<file path="config.mk">
export PLATFORM = sky130hd
export DESIGN_NAME = frame_write_ctrl
export DESIGN_NICKNAME = d
export VERILOG_FILES = /design/src/rtl/frame_write_ctrl.sv
export SDC_FILE = /design/constraint.sdc
export NUM_CORES = 1
export LEC_CHECK = 0
export ABC_AREA = 1
export CAP_MARGIN = 20
export CORE_ASPECT_RATIO = 1.25
export CORE_UTILIZATION = 55
export DETAILED_ROUTE_END_ITERATION = 12
export PLACE_DENSITY = 0.91
export SLEW_MARGIN = 10
export SYNTH_ARGS = -nofsm -noshare
export SYNTH_HDL_FRONTEND = slang
export SYNTH_SLANG_ARGS = --single-unit
</file>
<file path="constraint.sdc">
create_clock -name clk -period 2.05 [get_ports clk]
set_clock_uncertainty 0.2 [all_clocks]
set_input_delay 0.41 -clock clk [delete_from_list [all_inputs] [get_ports clk]]
set_output_delay 0.41 -clock clk [all_outputs]
set_load 0.02 [all_outputs]
</file>
<file path="src/rtl/frame_write_ctrl.sv">
// Frame write controller: streams accepted pixels into a banked frame buffer,
// pads every line out to STRIDE words and publishes the completed bank.
module frame_write_ctrl #(
  parameter int              IMG_W     = 103,
  parameter int              IMG_H     = 103,
  parameter int              STRIDE    = 110,
  parameter int              DATA_W    = 8,
  parameter int              ADDR_W    = 15,
  parameter int              BANKS     = 2,
  parameter int              PAD_EN    = 1,
  parameter logic [DATA_W-1:0] PAD_VALUE = {DATA_W{1'b0}}
) (
  input  logic              clk,
  input  logic              reset,
  input  logic              start,
  input  logic [DATA_W-1:0] in_data,
  input  logic              in_valid,
  output logic              in_ready,
  output logic              wr_en,
  output logic [ADDR_W-1:0] wr_addr,
  output logic [DATA_W-1:0] wr_data,
  output logic              rd_bank,
  output logic              busy,
  output logic              frame_done,
  output logic              overflow_err
);

  localparam int XW = $clog2(STRIDE + 1);
  localparam int YW = $clog2(IMG_H + 1);
  localparam bit PAD_ON = (PAD_EN == 1) && (STRIDE > IMG_W);
  localparam logic [XW-1:0]     X_LAST_PIX  = XW'(IMG_W - 1);
  localparam logic [XW-1:0]     X_FIRST_PAD = XW'(IMG_W);
  localparam logic [XW-1:0]     X_LAST_PAD  = XW'(STRIDE - 1);
  localparam logic [YW-1:0]     Y_LAST      = YW'(IMG_H - 1);
  localparam logic [ADDR_W-1:0] STRIDE_A    = ADDR_W'(STRIDE);
  localparam logic [ADDR_W-1:0] BANK_SPAN   = ADDR_W'(STRIDE * IMG_H);

  typedef enum logic [1:0] {
    IDLE = 2'd0,
    RUN  = 2'd1,
    PAD  = 2'd2,
    DONE = 2'd3
  } state_t;

  state_t            state_r;
  state_t            state_nxt_s;
  logic [XW-1:0]     x_r;
  logic [YW-1:0]     y_r;
  logic [ADDR_W-1:0] line_base_r;
  logic              wr_bank_r;
  logic              rd_bank_r;
  logic              wr_en_r;
  logic [ADDR_W-1:0] wr_addr_r;
  logic [DATA_W-1:0] wr_data_r;
  logic              overflow_err_r;
  logic              in_ready_s;
  logic              busy_s;
  logic              frame_done_s;
  logic              accept_s;
  logic              drop_s;
  logic              pix_last_s;
  logic              pad_last_s;
  logic              line_end_s;
  logic              frame_end_s;

  // A line ends on its last pixel (no padding) or on its last pad word.
  assign accept_s    = (state_r == RUN) && in_valid;
  assign drop_s      = in_valid && !in_ready_s;
  assign pix_last_s  = accept_s && (x_r == X_LAST_PIX);
  assign pad_last_s  = (state_r == PAD) && (x_r == X_LAST_PAD);
  assign line_end_s  = (pix_last_s && !PAD_ON) || pad_last_s;
  assign frame_end_s = line_end_s && (y_r == Y_LAST);

  // State register.
  always_ff @(posedge clk) begin
    if (reset) begin
      state_r <= IDLE;
    end else begin
      state_r <= state_nxt_s;
    end
  end

  // Next-state logic.
  always_comb begin
    state_nxt_s = state_r;
    case (state_r)
      IDLE: begin
        if (start) begin
          state_nxt_s = RUN;
        end else begin
          state_nxt_s = IDLE;
        end
      end
      RUN: begin
        if (pix_last_s && PAD_ON) begin
          state_nxt_s = PAD;
        end else if (frame_end_s) begin
          state_nxt_s = DONE;
        end else begin
          state_nxt_s = RUN;
        end
      end
      PAD: begin
        if (frame_end_s) begin
          state_nxt_s = DONE;
        end else if (pad_last_s) begin
          state_nxt_s = RUN;
        end else begin
          state_nxt_s = PAD;
        end
      end
      DONE:    state_nxt_s = IDLE;
      default: state_nxt_s = IDLE;
    endcase
  end

  // State-decoded handshake and status outputs.
  always_comb begin
    in_ready_s   = 1'b0;
    busy_s       = 1'b0;
    frame_done_s = 1'b0;
    case (state_r)
      IDLE: begin
        in_ready_s = 1'b0;
      end
      RUN: begin
        in_ready_s = 1'b1;
        busy_s     = 1'b1;
      end
      PAD: begin
        busy_s = 1'b1;
      end
      DONE: begin
        frame_done_s = 1'b1;
      end
      default: begin
        in_ready_s = 1'b0;
      end
    endcase
  end

  // Position counters, running line base address, write port and banks.
  always_ff @(posedge clk) begin
    if (reset) begin
      x_r         <= {XW{1'b0}};
      y_r         <= {YW{1'b0}};
      line_base_r <= {ADDR_W{1'b0}};
      wr_bank_r   <= 1'b0;
      rd_bank_r   <= 1'b0;
      wr_en_r     <= 1'b0;
      wr_addr_r   <= {ADDR_W{1'b0}};
      wr_data_r   <= {DATA_W{1'b0}};
    end else begin
      wr_en_r <= 1'b0;
      case (state_r)
        IDLE: begin
          if (start) begin
            x_r         <= {XW{1'b0}};
            y_r         <= {YW{1'b0}};
            line_base_r <= ((BANKS == 2) && wr_bank_r) ? BANK_SPAN : {ADDR_W{1'b0}};
          end
        end
        RUN: begin
          if (accept_s) begin
            wr_en_r   <= 1'b1;
            wr_addr_r <= line_base_r + ADDR_W'(x_r);
            wr_data_r <= in_data;
            if (pix_last_s && PAD_ON) begin
              x_r <= X_FIRST_PAD;
            end else if (line_end_s) begin
              x_r <= {XW{1'b0}};
              if (!frame_end_s) begin
                y_r         <= y_r + YW'(1);
                line_base_r <= line_base_r + STRIDE_A;
              end
            end else begin
              x_r <= x_r + XW'(1);
            end
          end
        end
        PAD: begin
          wr_en_r   <= 1'b1;
          wr_addr_r <= line_base_r + ADDR_W'(x_r);
          wr_data_r <= PAD_VALUE;
          if (pad_last_s) begin
            x_r <= {XW{1'b0}};
            if (!frame_end_s) begin
              y_r         <= y_r + YW'(1);
              line_base_r <= line_base_r + STRIDE_A;
            end
          end else begin
            x_r <= x_r + XW'(1);
          end
        end
        DONE: begin
          rd_bank_r <= wr_bank_r;
          if (BANKS == 2) begin
            wr_bank_r <= ~wr_bank_r;
          end
        end
        default: begin
          wr_en_r <= 1'b0;
        end
      endcase
    end
  end

  // Sticky drop flag; a pixel dropped on the start cycle still counts.
  always_ff @(posedge clk) begin
    if (reset) begin
      overflow_err_r <= 1'b0;
    end else if (drop_s) begin
      overflow_err_r <= 1'b1;
    end else if ((state_r == IDLE) && start) begin
      overflow_err_r <= 1'b0;
    end
  end

  assign in_ready     = in_ready_s;
  assign busy         = busy_s;
  assign frame_done   = frame_done_s;
  assign wr_en        = wr_en_r;
  assign wr_addr      = wr_addr_r;
  assign wr_data      = wr_data_r;
  assign rd_bank      = rd_bank_r;
  assign overflow_err = overflow_err_r;

endmodule
</file>
==> results.ini, run 1 <==
[timing]
max_slew.worst_pin.slew_ns = 0.329
finalCriticalPeriod_ns = 1.95
hold_viol = 0
finalSetupTns_ns = 0
timing.slew.headroom_pct = 77.9
fmax_mhz = 514
setup-violations-final = 0
slew_violations = 0
period_share_pct = 95.0

[final_layout]
nFillCells = 363
register_area_sq_mm = 0.00114
stdcell_count = 595
finish.utilization_pct = 74.8
final_common_cell = nand2_1
final_layout_size_suffix_gt1_share_pct = 14.9
final_cell_mix = nand2_1 (113), inv_1 (56), dfxtp_1 (56), a21oi_1 (41), nor2_1 (38)
area_growth_syn_to_layout_pct = 29.5
multiInputGateArea_sq_mm = 0.00179
diodes = 0
fin_area_sq_mm = 0.00410
layout.nets = 555

[detailed_routing]
via_count = 3312
drt_wl_total_um = 8270
viasPerCell = 5.57
firstDrtPassIters = 5
drc_errors = 0
routedWlPerCell_um = 13.9
route.antenna.remaining_nets = 0
drt_iter0_drc = 269

[place]
io_buffers = 40
dpl-instance-area_sq_mm = 0.00380
dp_hpwl_um = 5730
dp.cells = 575
gp_congestion = 0.939

[clocking]
cts_buffer_depth = 2
clock_latency_ns = 0.35
htree_levels = 3
cts_tree = built
path_clk_slew_ns = 0.06
cts_root_buf = clkbuf_8
cts.hold.buffers_added = 0
clock_sinks = 57
numCtsBuffers = 9

[pwr]
clkPwrFrac_pct = 37.5
leakagePower_nw = 1.80
peakVddDrop_uv = 459
p_sw_share_pct = 28.5
p_per_area_mw_per_mm2 = 661
p_int_mw = 1.94
seq_power_share_pct = 44.3
p_sw_mw = 0.773
combinationalPowerShare_pct = 18.2

[global_route]
overflow = 0
use_met3_pct = 5.35
use_met1_pct = 29.8
top_usage_layer = met2
track_usage_pct = 28.5
grt_pass1_vias = 3291
grt_max_degree = 25
grt_pass1_wl_um = 13700
use_met2_pct = 51.1
antenna_found_initial = 0

[min_path]
hold_path.class = reg2reg
hold_depth = 2

[floorplan]
dieWidth_um = 69.9
boundaryPins = 41
die_area_sq_mm = 0.00607
die_h_um = 86.8
core_sq_mm = 0.00548
initial_utilization_pct = 57.8
floorplan.rows = 30

[setup_path]
endpoint_kind = primary output
critical_path_class = reg2out
arrival_ns = 1.34
worstPathMaxFanout = 5
r2r_cells = 11
worstSetupStartpointType = register
critPathRequiredTime_ns = 1.44

[logic_synthesis]
synthTopCellsByArea = dfxtp_1 (36%), nand2_1 (13%), inv_1 (7.0%)
synth_largest_area_cell = dfxtp_1
synth_top_area_share_pct = 36.0
ys_ff_latch = 57
ys_seq_area_share_pct = 36.0
syn_avg_cell_area_sq_um = 6.94
syn_inst = 456
syn-num-nets = 485
netlist_area_sq_mm = 0.00317
yosys_warnings = 0
synth_cell_types = 37

[status]
status = complete, no violations

[run]
cap_violations = 0

-- sequential cells by signal, summed over array words and instances, names as in the netlist --
| signal | count |
|---|---|
| line_base_r | 14 |
| overflow_err | 1 |
| rd_bank | 1 |
| state_r | 2 |
| wr_addr | 15 |
| wr_bank_r | 1 |
| wr_data | 8 |
| wr_en | 1 |
| x_r | 7 |
| y_r | 7 |
-- through the flow --
stage          worst slack (ns)  hold slack, ns  power, mW
2_1_floorplan             0.135           0.254       1.50
3_3_place_gp            -0.0102           0.251       1.66
3_5_place_dp            -0.0640           0.254       1.67
4_1_cts                  0.0194           0.264       2.68
5_1_grt                -0.00520           0.284       2.82
6_report                  0.103           0.263       2.71
-- per-layer routing --
| metal | part of all wire, % | up-vias |
|---|---|---|
| met1 | 39 | 1528 |
| met2 | 52 | 133 |
| met4 | 4.9 | 0 |
| met5 | 0 | - |
| li1 | - | 1608 |
| met3 | 4.9 | 43 |
-- cell type report --
type | count | share of cell area, %
flip-flops and latches | 57 | 27.9
inverters | 62 | 6.01
clock buffers | 14 | 4.45
multi-input cells | 324 | 43.6
repair buffers | 72 | 15.9
well taps | 64 | 1.95
clock inverters | 2 | 0.244
-- worst max-delay path: stages (launching register included) --
cell,delay [ns]
dfxtp_1,0.39
ha_1,0.25
dlygate4sd2_1,0.35
-- Yosys cell counts (all sizes together) --
library cell  instances
a211oi                1
a21oi                44
a22oi                 2
a31oi                 1
buf                   5
clkbuf                8
clkinv                2
dfxtp                57
ha                   17
inv                  60
nand2               118
nand3                38
nand3b                1
nand4                 5
nor2                 41
nor3                  3
o211ai                3
o21ai                33
o21bai                6
o22ai                 1
or2                   1
xnor2                 3
xor2                  6
-- cell families (layout without fill, tap and decap cells) --
family / Yosys count / after routing / synth area share, %
AOI/OAI and AO/OA: 91 / 91 / 16.4
xor gates and xnor gates: 9 / 9 / 2.49
adders and majority gates: 17 / 17 / 6.72
buffers and inverters: 75 / 150 / 9.88
DFF: 57 / 57 / 36.0
and+or+nand+nor: 207 / 207 / 28.5
-- worst paths after layout --
path / from / end / slack, ns
max: state_r[0] / frame_done / 0.10
min: wr_data[3] / wr_data[3] / 0.26
max reg2reg: state_r[0] / line_base_r[12] / 0.12
min reg2reg: wr_data[3] / wr_data[3] / 0.26
-- power groups by stage --
stage	clock network (mW)	logic (mW)	registers [mW]
CTS	1.03	0.457	1.20
detailed placement	0	0.453	1.22
finish	1.02	0.492	1.20
global placement	0	0.442	1.22
global route	1.08	0.538	1.21
floorplan	0	0.245	1.25
-- timing repair --
item,CTS,global route
endpoints found under the setup margin,3,28
pin swaps,0,1
hold endpoints to repair,0,0
resized for setup,5,22
buffers inserted,0,4
No activity file was read; power rests on OpenSTA's default activity.
==> inputs of run 2 (changes only) <==
- CORE_MARGIN: not set -> 4
- clock period: 2.05 -> 2.23 ns (I/O delays scaled with it)
==> run 2 against run 1 <==
Net effect:
- utilization is 4.7 points lower
- final cell count is 3.7% lower
- non-clock buffer count is 21 lower
- worst setup slack gained 0.038 ns
- flip-flop and latch count did not move
- largest cell class unchanged
- highest routed layer unchanged
- largest power group unchanged
- clock power about the same
- combinational power decreased by 19%
- total power down 5.7%
==> results.ini, run 2 (synthesis results as in run 1) <==
[setup_path]
worstPathMaxFanout = 3  ; -2
arrival_ns = 1.44  ; +0.10 ns
worstSetupStartpointType = register
critical_path_class = reg2out
critPathRequiredTime_ns = 1.58  ; +0.14 ns
endpoint_kind = primary output

[timing]
max_slew.worst_pin.slew_ns = 0.339  ; +0.0105 ns
timing.slew.headroom_pct = 77.1  ; -0.77 points
setup-violations-final = 0  ; unchanged
fmax_mhz = 479
finalCriticalPeriod_ns = 2.09
worst_slack_ns = 0.141  ; +0.0378 ns
slew_violations = 0  ; unchanged
rsz0062_at_grt = no
hold_viol = 0  ; unchanged
period_share_pct = 93.7

[final_layout]
final_common_cell = nand2_1
final_cell_mix = nand2_1 (113), inv_1 (59), dfxtp_1 (57), a21oi_1 (41), nor2_1 (39)
layout.nets = 534  ; -3.8%
diodes = 0  ; unchanged
largest_reg_flops = 15  ; unchanged
final_layout_size_suffix_gt1_share_pct = 9.23  ; -5.6 points
area_growth_syn_to_layout_pct = 22.2
finish.utilization_pct = 70.1  ; -4.7 points
nFillCells = 443  ; +22%

[min_path]
hold_path.class = reg2reg

[floorplan]
boundaryPins = 41  ; unchanged
floorplan.rows = 30  ; unchanged
core_sq_mm = 0.00552  ; +0.68%
die_area_sq_mm = 0.00704  ; +16%
dieWidth_um = 75.9  ; +8.6%
die_h_um = 92.8  ; +6.9%
initial_utilization_pct = 57.4  ; -0.39 points

[pwr]
peakVddDrop_uv = 387  ; -16%
p_per_area_mw_per_mm2 = 661  ; about the same
total_power_mw = 2.56  ; -5.7%
leakagePower_nw = 1.71  ; -5.4%

[global_route]
overflow = 0  ; unchanged
track_usage_pct = 25.2  ; -3.3 points
grt_pass1_vias = 3199  ; -2.8%
antenna_found_initial = 0  ; unchanged
grt_max_degree = 25  ; unchanged
grt_pass1_wl_um = 13700  ; about the same

[clocking]
numCtsBuffers = 9  ; unchanged
path_clk_slew_ns = 0.07  ; about the same
htree_levels = 3  ; unchanged
cts_root_buf = clkbuf_8
clock_latency_ns = 0.34  ; about the same
cts_buffer_depth = 2  ; unchanged
clock_sinks = 57  ; unchanged
cts_tree = built

[detailed_routing]
routedWlPerCell_um = 13.8  ; -0.69%
drt_wl_total_um = 7910  ; -4.4%
route.antenna.remaining_nets = 0  ; unchanged
drc_errors = 0  ; unchanged
drt_iter0_drc = 237  ; -12%
viasPerCell = 5.54  ; -0.46%
via_count = 3175  ; -4.1%
firstDrtPassIters = 4  ; -1

[run]
cap_violations = 0  ; unchanged

[place]
gp_congestion = 0.899  ; -4.2%
dp_hpwl_um = 5640  ; -1.6%
io_buffers = 40  ; unchanged
place_ws_ns = -0.0408  ; +0.0233 ns

[status]
status = complete, no violations

-- run 2: cell count changes in the layout (fill, tap and decap cells not counted), moves of 2 or more --
cell	delta
buf_4	-19
ha_4	-3
inv_2	-2
dlygate4sd2_1	+2
ha_1	+4
inv_1	+3
-- run 2: final timing paths --
path / slack (ns) / cells past startpoint / from / end
min: 0.26 / 2 / wr_data[5] / wr_data[5]
max: 0.14 / 3 / state_r[1] / busy
min reg2reg: 0.26 / 2 / wr_data[5] / wr_data[5]
max reg2reg: 0.16 / 9 / x_r[2] / wr_addr[11]
-- run 2: cell type report --
type	instances	area [sq um]	area share [%]
clock buffers	13	179	4.62
clock inverters	2	35.0	0.905
inverters	62	240	6.21
multi-input cells	324	1720	44.3
flip-flops and latches	57	1140	29.5
well taps	64	80.1	2.07
repair buffers	51	479	12.4
-- run 2: metal layers --
metal / global-route usage (%) / routed length, um
met5: 0 / 0
met4: 13.0 / 250
met2: 41.4 / 3950
met1: 27.9 / 3210
met3: 8.25 / 502
-- run 2: power breakdown --
part | switching (mW) | internal (mW) | leakage, nW | total [mW]
Clock | 0.422 | 0.630 | 0.112 | 1.05
Combinational | 0.239 | 0.158 | 1.13 | 0.397
Sequential | 0.0405 | 1.07 | 0.464 | 1.11
-- run 2: what timing repair did --
action	4_1_cts	5_1_grt
hold buffers	0	0
buffers inserted	0	0
endpoints found under the setup margin	3	6
resized for setup	3	2
-- run 2: per-stage QoR --
stage          cells  cell area [sq um]  hold WS [ns]  setup TNS [ns]
3_5_place_dp     558               3660         0.253          -0.163
5_1_grt          573               3870         0.280               0
4_1_cts          573               3870         0.261               0
2_1_floorplan    456               3170         0.254               0
3_3_place_gp     558               3660         0.248               0
6_report         573               3870         0.261               0
-- run 2: worst max-delay path: stages (launching register included) --
cell and delay (ns):
dfxtp_1 0.38, inv_1 0.09, ha_1 0.30, dlygate4sd2_1 0.34
==> inputs of run 3 (changes only) <==
- CTS_BUF_LIST: not set -> sky130_fd_sc_hd__clkbuf_4 sky130_fd_sc_hd__clkbuf_8 sky130_fd_sc_hd__clkbuf_16
- PLACE_DENSITY: 0.91 -> 0.79
==> run 3 against run 2 <==
Net effect:
- largest power group unchanged
- utilization is 0.20 points higher
- combinational power down 2%
- non-clock buffer count stayed put
- via count fell by 2.7%
==> results.ini, run 3 (synthesis results as in run 1) <==
[status]
status = complete, no violations

[place]
io_buffers = 40  ; unchanged
dpl-instance-area_sq_mm = 0.00366  ; unchanged
dp_hpwl_um = 5590  ; -0.96%
gp_congestion = 0.914  ; +1.6%

[setup_path]
critical_path_class = reg2out
crit_chain = inv_1 > ha_1 > dlygate4sd2_1
arrival_ns = 1.46  ; +0.02 ns
critPathRequiredTime_ns = 1.58  ; about the same
critPathBufInv = 2  ; unchanged
reg2reg_to = y_r[1]
crit_cells = 3  ; unchanged
worstSetupStartpointType = register
crit-reg2reg-launch = state_r[1]
cp_top_family = buffers and inverters
cpMaxStageDelayCell = dfxtp_1
worstPathMaxFanout = 3  ; unchanged
cpPeakStageDelay_ns = 0.39  ; about the same
startpoint = state_r[1]
endpoint_kind = primary output
r2r_cells = 9  ; unchanged
reg2reg_setup_slack_ns = 0.15  ; about the same

[final_layout]
final_cell_mix = nand2_1 (113), inv_1 (59), dfxtp_1 (57), a21oi_1 (41), nor2_1 (40)
layout.nets = 534  ; unchanged
nFillCells = 465  ; +5.0%
final_layout_size_suffix_gt1_share_pct = 9.23  ; unchanged
area_growth_syn_to_layout_pct = 22.6
fin_area_sq_mm = 0.00388  ; +0.29%
final_common_cell = nand2_1
finish.utilization_pct = 70.3  ; +0.20 points
diodes = 0  ; unchanged
largest_reg_flops = 15  ; unchanged

[timing]
rsz0062_at_grt = no
setup-violations-final = 0  ; unchanged
finalCriticalPeriod_ns = 2.11  ; +0.0171 ns
fmax_mhz = 475  ; -0.81%
slew_violations = 0  ; unchanged
timing.slew.headroom_pct = 73.6  ; -3.5 points
hold_viol = 0  ; unchanged
period_share_pct = 94.5  ; +0.77 points
max_slew.worst_pin.slew_ns = 0.392  ; +0.0524 ns

[pwr]
leakagePower_nw = 1.72  ; +0.64%
peakVddDrop_uv = 468  ; +21%
p_per_area_mw_per_mm2 = 651  ; -1.5%

[detailed_routing]
firstDrtPassIters = 6  ; +2
viasPerCell = 5.39  ; -2.7%
route.antenna.remaining_nets = 0  ; unchanged
via_count = 3089  ; -2.7%
routedWlPerCell_um = 13.5  ; -2.5%
drt_wl_total_um = 7720  ; -2.5%
drt_iter0_drc = 163  ; -31%
drc_errors = 0  ; unchanged

[floorplan]
die_h_um = 92.8  ; unchanged
boundaryPins = 41  ; unchanged
die_area_sq_mm = 0.00704  ; unchanged
initial_utilization_pct = 57.4  ; unchanged
core_sq_mm = 0.00552  ; unchanged
dieWidth_um = 75.9  ; unchanged
floorplan.rows = 30  ; unchanged

[global_route]
use_met1_pct = 27.5  ; -0.38 points
overflow = 0  ; unchanged
top_usage_layer = met2
grt_pass1_wl_um = 13100  ; -4.6%
track_usage_pct = 24.0  ; -1.1 points
antenna_found_initial = 0  ; unchanged
use_met3_pct = 5.97  ; -2.3 points
use_met2_pct = 40.1  ; -1.4 points
grt_max_degree = 25  ; unchanged
grt_pass1_vias = 3018  ; -5.7%

[clocking]
htree_levels = 3  ; unchanged
cts_root_buf = clkbuf_8
numCtsBuffers = 9  ; unchanged
cts_tree = built
path_clk_slew_ns = 0.06  ; about the same
cts_buffer_depth = 2  ; unchanged
clock_latency_ns = 0.34  ; about the same
clock_sinks = 57  ; unchanged

[min_path]
whs_endpoint = wr_data[2]
min_from = wr_data[2]
hold_path.class = reg2reg
hold_depth = 2  ; unchanged

[run]
cap_violations = 0  ; unchanged

-- run 3: area by class of cell --
type	count	area, sq um	area share (%)
tap	64	80.1	2.06
inverter	62	240	6.19
clock inverter	2	35.0	0.903
clock buffer	13	179	4.61
multi-input combinational	324	1730	44.5
timing repair buffer	51	479	12.3
sequential	57	1140	29.4
-- run 3: worst register-to-register path: cells and delay by family (launching register included) --
family	cells	cell delay (ns)
compound gates	2	0.41
simple gates	3	0.36
buf+inv	3	0.39
flops	1	0.39
fa+ha+maj	1	0.24
-- run 3: how the worst max path moves through the flow --
stage | to | slack (ns)
final | busy | 0.12
after global routing | y_r[1] | 0.003
after CTS | busy | 0.11
after detailed placement | y_r[1] | -0.04
after global placement | line_base_r[10] | 0.02
after floorplan | y_r[5] | 0.32
-- run 3: per-layer routing --
metal | vias up | wire length, um
li1 | 1572 | -
met1 | 1416 | 3270
met2 | 83 | 3910
met3 | 18 | 326
met4 | 0 | 216
met5 | - | 0
-- run 3: report_power, final --
part           internal (mW)  switching, mW  total [mW]
logic                  0.157          0.234       0.391
registers               1.07         0.0384        1.10
clock network          0.630          0.399        1.03
total                   1.85          0.672        2.53
-- run 3: timing repair --
item,CTS,global route
endpoints found under the setup margin,3,3
hold buffers,0,0
setup buffers,0,0
endpoints found under the hold margin,0,0
gates resized for setup,3,2
-- run 3: stage by stage --
stage | hold slack [ns] | setup WS, ns | TNS (ns) | cells | power (mW)
floorplan | 0.254 | 0.315 | 0 | 456 | 1.38
CTS | 0.260 | 0.114 | 0 | 573 | 2.53
detailed placement | 0.251 | -0.0446 | -0.0546 | 558 | 1.52
finish | 0.262 | 0.124 | 0 | 573 | 2.53
global placement | 0.248 | 0.0219 | 0 | 558 | 1.51
global route | 0.283 | 0.00348 | 0 | 573 | 2.63
